### src/rtl/rv32_pkg.sv
// Shared RV32 front-end types and constants.
// Imported by the fetch stage and its slot storage.
package rv32_pkg;

    localparam int XLEN = 32;
    localparam int ILEN = 32;
    localparam logic [ILEN-1:0] NOP = 32'h0000_0013;

    typedef struct packed {
        logic            vld;
        logic            filled;
        logic            misalign;
        logic [XLEN-1:0] pc;
        logic [XLEN-1:0] pc_nxt;
        logic [ILEN-1:0] instr;
    } fetch_entry_t;

endpackage

### src/rtl/fetch_slot_array.sv
// In-order slot storage for the fetch queue.
// Slots are allocated at the tail, filled oldest-first, popped at the head.
module fetch_slot_array
    import rv32_pkg::*;
#(
    parameter int DEPTH = 2,
    localparam int PW = $clog2(DEPTH),
    localparam int CW = PW + 1
) (
    input  logic            clk,
    input  logic            rst,
    input  logic            flush,
    input  logic            push,
    input  fetch_entry_t    push_entry,
    input  logic            pop,
    input  logic            fill,
    input  logic [ILEN-1:0] fill_instr,
    output fetch_entry_t    head_entry,
    output logic [CW-1:0]   count,
    output logic [CW-1:0]   pending,
    output logic            has_unfilled
);

    fetch_entry_t mem [DEPTH];
    logic [PW-1:0] head;
    logic [PW-1:0] tail;
    logic [PW-1:0] fill_idx;

    assign head_entry = mem[head];

    // Scan from youngest to oldest so the last hit is the oldest unfilled slot.
    always_comb begin
        has_unfilled = 1'b0;
        fill_idx     = head;
        for (int i = DEPTH - 1; i >= 0; i--) begin
            if (mem[head + PW'(i)].vld && !mem[head + PW'(i)].filled) begin
                has_unfilled = 1'b1;
                fill_idx     = head + PW'(i);
            end
        end
    end

    always_comb begin
        pending = '0;
        for (int j = 0; j < DEPTH; j++) begin
            pending = pending + CW'(mem[j].vld & ~mem[j].filled);
        end
    end

    always_ff @(posedge clk or posedge rst) begin
        if (rst) begin
            for (int k = 0; k < DEPTH; k++) begin
                mem[k] <= '0;
            end
            head  <= '0;
            tail  <= '0;
            count <= '0;
        end else if (flush) begin
            for (int k = 0; k < DEPTH; k++) begin
                mem[k] <= '0;
            end
            head  <= '0;
            tail  <= '0;
            count <= '0;
        end else begin
            if (fill && has_unfilled) begin
                mem[fill_idx].instr  <= fill_instr;
                mem[fill_idx].filled <= 1'b1;
            end
            if (pop) begin
                mem[head] <= '0;
                head      <= head + 1'b1;
            end
            // Push after pop: a full-queue push reuses the slot just freed.
            if (push) begin
                mem[tail] <= push_entry;
                tail      <= tail + 1'b1;
            end
            count <= count + CW'(push) - CW'(pop);
        end
    end

endmodule

### src/rtl/fetch_queue.sv
// Instruction-fetch stage: issues in-order imem requests and queues
// {pc, pc_nxt, instr} for decode, discarding responses killed by a flush.
module fetch_queue
    import rv32_pkg::*;
#(
    parameter int XLEN  = 32,
    parameter int DEPTH = 2
) (
    input  logic            clk,
    input  logic            rst,
    input  logic [XLEN-1:0] pc_i,
    input  logic [XLEN-1:0] pc_nxt_i,
    input  logic            flush_i,
    output logic            pc_adv_o,
    output logic            imem_req_valid,
    output logic [XLEN-1:0] imem_req_addr,
    input  logic            imem_req_ready,
    input  logic            imem_rsp_valid,
    input  logic [31:0]     imem_rsp_data,
    output logic            id_valid,
    output logic [XLEN-1:0] id_pc,
    output logic [XLEN-1:0] id_pc_nxt,
    output logic [31:0]     id_instr,
    output logic            id_misalign,
    input  logic            id_ready
);

    localparam int CW = $clog2(DEPTH) + 1;
    // Drops can exceed DEPTH when flushes repeat while responses are pending.
    localparam int DW = CW + 1;

    fetch_entry_t  head;
    fetch_entry_t  new_entry;
    logic [CW-1:0] count;
    logic [CW-1:0] pending;
    logic          has_unfilled;
    logic [DW-1:0] drop_cnt;

    logic aligned;
    logic pop;
    logic slot_free;
    logic mis_alloc;
    logic push;
    logic fill;

    assign aligned   = (pc_i[1:0] == 2'b00);
    assign id_valid  = head.vld & head.filled;
    assign pop       = id_valid & id_ready & ~flush_i;
    assign slot_free = (count < CW'(DEPTH)) | pop;

    assign imem_req_valid = ~rst & ~flush_i & slot_free & aligned;
    assign imem_req_addr  = rst ? '0 : pc_i;
    assign mis_alloc      = ~rst & ~flush_i & slot_free & ~aligned;
    assign push           = (imem_req_valid & imem_req_ready) | mis_alloc;
    assign pc_adv_o       = push;
    assign fill           = imem_rsp_valid & (drop_cnt == '0) & ~flush_i;

    assign id_pc       = head.pc;
    assign id_pc_nxt   = head.pc_nxt;
    assign id_instr    = head.instr;
    assign id_misalign = head.misalign;

    always_comb begin
        new_entry          = '0;
        new_entry.vld      = 1'b1;
        new_entry.filled   = ~aligned;
        new_entry.misalign = ~aligned;
        new_entry.pc       = pc_i;
        new_entry.pc_nxt   = pc_nxt_i;
    end

    fetch_slot_array #(
        .DEPTH (DEPTH)
    ) u_slots (
        .clk          (clk),
        .rst          (rst),
        .flush        (flush_i),
        .push         (push),
        .push_entry   (new_entry),
        .pop          (pop),
        .fill         (fill),
        .fill_instr   (imem_rsp_data),
        .head_entry   (head),
        .count        (count),
        .pending      (pending),
        .has_unfilled (has_unfilled)
    );

    always_ff @(posedge clk or posedge rst) begin
        if (rst) begin
            drop_cnt <= '0;
        end else if (flush_i) begin
            drop_cnt <= drop_cnt + DW'(pending) - DW'(imem_rsp_valid);
        end else if (imem_rsp_valid && drop_cnt != '0) begin
            drop_cnt <= drop_cnt - 1'b1;
        end
    end

    a_rsp_orphan: assert property (@(posedge clk) disable iff (rst)
        imem_rsp_valid |-> (drop_cnt != '0) || has_unfilled);

endmodule

### config.mk
export PLATFORM = sky130hd
export DESIGN_NAME = fetch_queue
export DESIGN_NICKNAME = d
export VERILOG_FILES = /design/src/rtl/rv32_pkg.sv /design/src/rtl/fetch_slot_array.sv /design/src/rtl/fetch_queue.sv
export SDC_FILE = /design/constraint.sdc
export NUM_CORES = 1
export LEC_CHECK = 0
export BUFFER_PORTS_ARGS = -buffer_cell sky130_fd_sc_hd__buf_2
export CORE_MARGIN = 8
export CORE_UTILIZATION = 50
export DETAILED_ROUTE_END_ITERATION = 10
export MAX_ROUTING_LAYER = met4
export PLACE_DENSITY = 0.73
export SYNTH_ARGS = -nofsm -noshare
export SYNTH_HDL_FRONTEND = slang
export SYNTH_SLANG_ARGS = --single-unit
### constraint.sdc
create_clock -name clk -period 9.85 [get_ports clk]
set_clock_uncertainty 0.2 [all_clocks]
set_input_delay 0.985 -clock clk [delete_from_list [all_inputs] [get_ports clk]]
set_output_delay 0.985 -clock clk [all_outputs]
set_load 0.005 [all_outputs]
---- After elaboration in Yosys (flattened, before gate mapping) ----
Cells that the tools add are included.
storage, ports and cells
  register bits ........................... 205
  output and inout bits ................... 132
  word-level logic and storage cells ...... 107
operators by class
  reductions and logical operators ........ 15
  add/sub/neg operators ................... 8
  order comparisons ....................... 8
  bitwise operators ....................... 25
  multiplexer cells ....................... 35
operator list
  operator                                                     number
  two-way mux 198 bit                                          6
  two-way mux 99 bit                                           8
  bitwise mux 198 bit                                          3
  demux 99 bit (select 1 bit)                                  4
  AND 198 bit                                                  1
  NOT 198 bit                                                  1
  two-way mux 98 bit                                           1
  two-way mux 32 bit                                           2
  NOT 1 -> 2 bit                                               6
  AND 1 bit                                                    10
  >= comparator 2 bit (second input constant)                  4
  two-way mux 1 bit                                            8
  logical AND 1 bit                                            7
  less-than comparator 2 x 1 -> 1 bit (second input constant)  3
  two-way mux 3 bit                                            2
  nonzero test 2 bit                                           3
  AND 1 x 2 -> 2 bit                                           2
  adder 3 x 2 -> 3 bit                                         1
  zero test 3 bit                                              1
  NOT 1 bit                                                    3
  nonzero test 3 bit                                           1
  subtractor 3 x 1 -> 3 bit                                    1
  subtractor 3 x 1 -> 3 bit (second input constant)            1
  adder 1 bit (second input constant)                          2
  other kinds (8)                                              10

---- Depth between registers and ports, before layout ----
Gate-level depths: netlist of run 1.
  word-level depth ........................ 24
  mapped depth ............................ 10
  depth with buffers taken out ............ 10

---- Cells and area by module ----
From an unflattened synthesis of run 1, not the netlist that was laid out.
unflattened totals
  cells, all modules ...................... 1214
  area total of the unflattened synthesis .. 11507.3 µm²
modules (own cells, without submodules)
  module            seq. area each (µm²)  area an instance (µm²)  cells an instance  instances
  fetch_slot_array  5054.8                10943.0                 1137               1
  fetch_queue       75.1                  564.3                   77                 1

---- Least setup slack after synthesis of run 1 ----
Ideal clock, no wire load.
  kind .................................... input to output
  from .................................... in id_ready
  to ...................................... out pc_adv_o
  path buffers ............................ 2
  stages .................................. 5
  setup slack ............................. 6500 ps
  arrival ................................. 2165 ps
  data required time ...................... 8665 ps
  cells stage by stage .................... and4b_1 > o311ai_4 > buf_2 > buf_1 > inv_1
on the way
  longest elaborated chain between the ends .. 7
RTL lines
  what                       RTL line                              text
  start, declared            fetch_queue.sv:25                     input logic id_ready
  AND 1 bit * (2 in series)  fetch_queue.sv:48                     assign pop = id_valid & id_ready & ~flush_i;
  OR 1 bit *                 fetch_queue.sv:49                     assign slot_free = (count < CW'(DEPTH)) | pop;
  AND 1 bit *                fetch_queue.sv:51, fetch_queue.sv:53
  AND 1 bit                  fetch_queue.sv:51                     assign imem_req_valid = ~rst & ~flush_i & slot_free & aligned;
  AND 1 bit                  fetch_queue.sv:54                     assign push = (imem_req_valid & imem_req_ready) | mis_alloc;
  OR 1 bit *                 fetch_queue.sv:54
  end, declared              fetch_queue.sv:14                     output logic pc_adv_o,
Every way passes the cells marked *; elsewhere a longest branch is shown, timed or not.

---- Worst setup path after layout of run 1 ----
  from .................................... in rst
  to ...................................... out pc_adv_o
on the way
  longest elaborated chain between the ends .. 6
RTL lines
  what                       RTL line                              text
  start, declared            fetch_queue.sv:10                     input logic rst,
  NOT 1 bit *                fetch_queue.sv:51, fetch_queue.sv:53
  AND 1 bit * (2 in series)  fetch_queue.sv:51, fetch_queue.sv:53
  AND 1 bit                  fetch_queue.sv:51
  AND 1 bit                  fetch_queue.sv:54
  OR 1 bit *                 fetch_queue.sv:54
Marked as above.

==> results of run 1 <==
-- power groups by stage --
| stage | logic [mW] | registers, mW | clock network, mW |
|---|---|---|---|
| after floorplan | 0.170 | 0.906 | 0 |
| after detailed placement | 0.258 | 0.912 | 0 |
| after global routing | 0.288 | 0.902 | 0.874 |
| after global placement | 0.253 | 0.911 | 0 |
| after CTS | 0.259 | 0.897 | 0.839 |
| final | 0.254 | 0.898 | 0.821 |
-- critical path, stage by stage --
cell      delay [ns]
buf_2           0.55
nor2_1          0.21
o311ai_4        0.11
buf_4           0.67
inv_1           0.14
buf_2           0.18
-- layout by cell type, fill, tap and decap left out, drive strengths merged, types with 8 or more instances in the layout --
cell,n
o31ai,63
nor2,104
mux2i,129
mux2,96
inv,77
o21ai,9
dfrtp,205
buf,245
ha,8
nand2,74
clkbuf,36
o211ai,64
-- sequential cells by signal, indices dropped and copies added, names as in the netlist --
register,count
u_slots.tail,1
u_slots.mem,198
drop_cnt,3
u_slots.count,2
u_slots.head,1
-- area by class of cell --
type,instances,area (µm²),area share
clock buffers,36,684.4,0.05603
clock inverters,4,45.04,0.003688
inverters,77,296.5,0.02428
multi-input cells,582,4459,0.3651
flip-flops and latches,205,5135,0.4204
well taps,270,337.8,0.02766
repair buffers,245,1256,0.1028
-- per-layer routing --
layer	up-vias	routed length [µm]
li1	3649	-
met1	3741	11940
met2	254	12110
met3	32	1463
met4	0	473
met5	-	0
-- cell families (layout without fill, tap and decap cells) --
group           count (synthesis)  in the layout  share of synthesized area
mux                           225            225                     0.2322
flops                         205            205                     0.5020
simple gates                  197            197                    0.07800
buf+inv                       158            362                    0.06490
compound gates                146            146                     0.1069
fa+ha+maj                       9              9                    0.01176
xor+xnor                        5              5                   0.004286
-- cells in the mapped netlist (all sizes together), types with 4 or more instances --
master    n
clkbuf   50
o211ai   64
dfrtp   205
nor2    104
buf      31
inv      77
ha        8
mux2     96
mux2i   129
o21ai     9
o31ai    63
o32ai     4
nand2    74
-- worst max path at each step --
stage / start / endpoint / slack (ns) / cells after the start
floorplan: rst / drop_cnt[0]$_DFFE_PP0P_ / 2.69 / 3
global placement: rst / u_slots.tail$_DFFE_PP0P_ / 5.80 / 7
detailed placement: rst / u_slots.tail$_DFFE_PP0P_ / 5.71 / 7
CTS: rst / pc_adv_o / 5.80 / 6
global route: rst / pc_adv_o / 5.59 / 6
finish: rst / pc_adv_o / 5.80 / 6
==> flow_metrics.tcl, run 1 <==
set metrics [dict create \
    synth_area_leader_cell "dfrtp_1" \
    r2r_start "u_slots.head$_DFFE_PP0P_" \
    post-cts-setup-buffers 0 \
    gr-usage-met2 0.3236 \
    slew_viol_final 0 \
    via_per_inst 5.409 \
    place_congestion 0.7415 \
    grt-ovfl-total 0 \
    ys_ff_latch 205 \
    grt_antenna_before_repair 0 \
    rsz0062_at_grt "no" \
    netlist.area_leader.share 0.5020 \
    top_usage_layer "met2" \
    placedInstanceArea_um2 11480 \
    fill_cells 1691 \
    required_ns 8.67 \
    final_area_um2 12210 \
    synth_top_flop_cell "dfrtp_1" \
    vias 7676 \
    clk_pin_slew_worst_paths_ns 0.06 \
    syn-num-nets 1056 \
    antenna_cells 0 \
    dieArea_um2 25270 \
    crit_fanout 68 \
    cts_inserted_buffers 22 \
    switching_share 0.2509 \
    pwr-share-seq 0.455 \
    setup_ws_ns 5.798 \
    whs_path_depth 1 \
    clockBufferDepth 3 \
    ant_nets 0 \
    p_clk_frac 0.416 \
    placementRows 52 \
    r2r_cells 6 \
    grt.total_usage 0.2077 \
    area_delta_synth_final_pct 19.53 \
    whs_endpoint "drop_cnt[2]$_DFFE_PP0P_" \
    port_buffers 233 \
    arrival_ns 2.87 \
    worstSetupEndpointType "primary output" \
    insertion_delay_ns 0.50 \
    wire_per_inst_um 18.31 \
    leakagePower_nw 6.776 \
    route.detailed.drc 0 \
    max_freq_ghz 0.2468 \
    p_total_mw 1.972 \
    powerDensity_nw_per_um2 161.5 \
    cts.sinks 205 \
    pin_count 234 \
    fp.dieH_um 159.0 \
    dr.pass1.iters 5 \
    r2r-end "u_slots.tail$_DFFE_PP0P_" \
    dpl.cell_count 1379 \
    fin_crit_sh 0.4114 \
    pre_cts_ws_ns 5.711 \
    core_area_um2 20170 \
    hold_slack_ns 0.2802 \
    syn_area_um2 10220 \
    comb_power_share 0.129 \
    synth_area_per_cell_um2 10.81 \
    cts_resized 0 \
    synthCells 945 \
    worst_pin_slew_ns 1.097 \
    ys_seq_area_frac 0.5020 \
    cts-htree-levels 1 \
    dieWidth_um 159.0 \
    min_period_ns 4.052 \
    intPower_mw 1.477 \
    finalNetCount 1244 \
    grt_max_degree 121 \
    detailed_place_hpwl_um 16260 \
    worst-setup-path-type "in -> out" \
    grt_pass1_vias 8332 \
    fin_util 0.6056 \
    ir_worst_vdd_mv 0.09678 \
    p_switching_mw 0.4949 \
    synthArstFlopShare 1.000 \
    synth_edf_count 0 \
    hold_viol 0 \
    relSlewSlack 0.2688 \
    status "finished clean" \
    tns_ns 0 \
    critPathLaunchType "input pin" \
    wirelength_um 25990 \
    rrSetupSlack_ns 6.25 \
    drt_iter0_drc 424 \
    grt.met3_usage 0.03645 \
    yosys_warnings 0 \
    drv_cap 0 \
    ys_types 37 \
    root_buffer "clkbuf_16" \
    yosys-top-cells-area "dfrtp_1 50%, mux2i_1 13%, mux2_2 11%" \
    grtUsageMet1 0.2782 \
    hold_start "drop_cnt[2]$_DFFE_PP0P_" \
    grt_pass1_wl_um 43060 \
    hold_path_class "reg -> reg" \
    cts_tree "done" \
    drive_above_1_share 0.3377 \
    setup-violations-final 0 \
    postCtsHoldBufs 0 \
    start_util 0.5066 \
    finalNonFillerCells 1419 \
]
Power figures use the tool's default switching activity.
==> inputs of run 2 (changes only) <==
- CORE_UTILIZATION: 50 -> 49
- PLACE_DENSITY: 0.73 -> 0.74
- clock period: 9.85 -> 3.54 ns (I/O delays scaled with it)
==> run 2 against run 1 <==
Compared with the run above: utilization increased by 4.1 points; highest routed layer unchanged; first-iteration DRC count grew 31%; sequential power rose to 2.8 times the previous value; combinational power grew to 3.2 times the previous value; register-to-register slack worse by 5.3 ns; worst hold slack worse by 0.25 ns; cell count increased by 8.1%; clock-buffer cell count is 7 lower; sequential cell count unchanged; global-route usage up 2.3 points.
==> flow_metrics.tcl, run 2 (synthesis gave the netlist of run 1 again) <==
set metrics [dict create \
    p_total_mw 5.963 \
    finalNetCount 1349 \
    core_area_um2 20760 \
    fin_util 0.6466 \
    grt_max_degree 75 \
    finalNonFillerCells 1534 \
    rsz0062_at_grt "no" \
    hold_path_class "in -> reg" \
    crit_fanout 33 \
    grt_pass1_wl_um 48040 \
    dr.pass1.iters 7 \
    drv_cap 0 \
    dieWidth_um 160.4 \
    pre_cts_ws_ns 0.9338 \
    setup_ws_ns 0.5429 \
    worstSetupEndpointType "primary output" \
    start_util 0.4923 \
    final_cell_mix "233 x buf_2, 203 x dfrtp_1, 129 x mux2i_1" \
    arrival_ns 2.44 \
    wirelength_um 29350 \
    cts.sinks 205 \
    crit_chain "and4b_1, o311ai_4, buf_4, inv_1, buf_2" \
    ant_nets 0 \
    placedInstanceArea_um2 11620 \
    post-cts-setup-buffers 0 \
    via_per_inst 5.454 \
    grt.total_usage 0.2310 \
    worst-setup-path-type "reg -> out" \
    critPathLaunchType "flip-flop" \
    port_buffers 233 \
    max_freq_ghz 0.3337 \
    status "finished clean" \
    cts_resized 0 \
    drive_above_1_share 0.3214 \
    clockBufferDepth 3 \
    layout_commonest_cell "buf_2" \
    registers.top_by_ff_count "u_slots.mem" \
    clk_pin_slew_worst_paths_ns 0.06 \
    insertion_delay_ns 0.50 \
    grt_pass1_vias 9194 \
    setup-violations-final 0 \
    placementRows 53 \
    cts_inserted_buffers 23 \
    min_period_ns 2.997 \
    wire_per_inst_um 19.13 \
    slowest_delay_ns 0.47 \
    pin_count 234 \
    final_area_um2 13420 \
    hold_viol 0 \
    top_regs "u_slots.mem x198, drop_cnt x3, u_slots.count x2" \
    root_buffer "clkbuf_16" \
    cts_tree "done" \
    slew_viol_final 0 \
    postCtsHoldBufs 94 \
    powerDensity_nw_per_um2 444.3 \
    area_delta_synth_final_pct 31.33 \
    grt_antenna_before_repair 4 \
    vias 8367 \
    leakagePower_nw 7.295 \
    detailed_place_hpwl_um 17480 \
    place_congestion 0.7943 \
    dieArea_um2 25730 \
    largest_register_ffs 198 \
    drt_iter0_drc 554 \
    cts-htree-levels 1 \
    ir_worst_vdd_mv 0.2742 \
    grt-ovfl-total 0 \
    route.detailed.drc 0 \
    relSlewSlack 0.2955 \
    hold_slack_ns 0.03294 \
    worst_pin_slew_ns 1.057 \
    required_ns 2.99 \
    tns_ns 0 \
    fp.dieH_um 160.4 \
    slowest_stage "o311ai_4" \
    fin_crit_sh 0.8466 \
    dpl.cell_count 1394 \
]
==> run 2: cell types whose count changed in the layout (fill, tap and decap cells not counted), moves of 2 or more <==
cell	previous run	this run
clkbuf_1	7	3
buf_4	12	17
bufinv_16	1	6
diode_2	0	5
clkinv_2	3	5
dlygate4sd3_1	0	94
clkbuf_8	6	3
buf_12	0	5
==> run 2: worst paths after layout <==
check,end,slack [ns],cells past startpoint,startpoint
hold reg to reg,drop_cnt[2]$_DFFE_PP0P_,0.31,1,drop_cnt[2]$_DFFE_PP0P_
setup / recovery,pc_adv_o,0.54,5,u_slots.mem[197]$_DFF_PP0_
max in group asynchronous,u_slots.mem[33]$_DFF_PP0_,2.18,4,rst
setup reg to reg,u_slots.mem[30]$_DFF_PP0_,0.94,5,u_slots.head$_DFFE_PP0P_
min in group asynchronous,u_slots.mem[98]$_DFF_PP0_,0.12,3,rst
hold / removal,u_slots.mem[64]$_DFF_PP0_,0.03,3,pc_i[0]
==> run 2: power breakdown <==
| part | internal, mW | leakage, nW | switching (mW) |
|---|---|---|---|
| Clock | 1.69 | 0.417 | 0.949 |
| Combinational | 0.361 | 4.06 | 0.462 |
| Sequential | 2.44 | 2.82 | 0.0568 |
==> run 2: cell type report <==
| type | instances | area, µm² |
|---|---|---|
| flip-flops and latches | 205 | 5135 |
| repair buffers | 349 | 2335 |
| well taps | 275 | 344.1 |
| fillers | 1616 | 7336 |
| diodes | 5 | 12.51 |
| inverters | 77 | 292.8 |
| clock inverters | 12 | 214.0 |
| multi-input cells | 582 | 4459 |
| clock buffers | 29 | 628.1 |
==> run 2: worst max-delay path, delay by kind of cell, from the launching register on <==
family / cells / cell delay [ns]
AOI/OAI and AO/OA: 1 / 0.47
and+or+nand+nor: 1 / 0.31
DFF: 1 / 0.45
buffers and inverters: 3 / 0.71
==> run 2: per-layer routing <==
metal,vias up,track usage,part of all wire
li1,3854,-,-
met1,4140,0.2926,0.43
met2,322,0.3771,0.49
met3,51,0.03276,0.054
met4,0,0.07604,0.025
met5,-,-,0
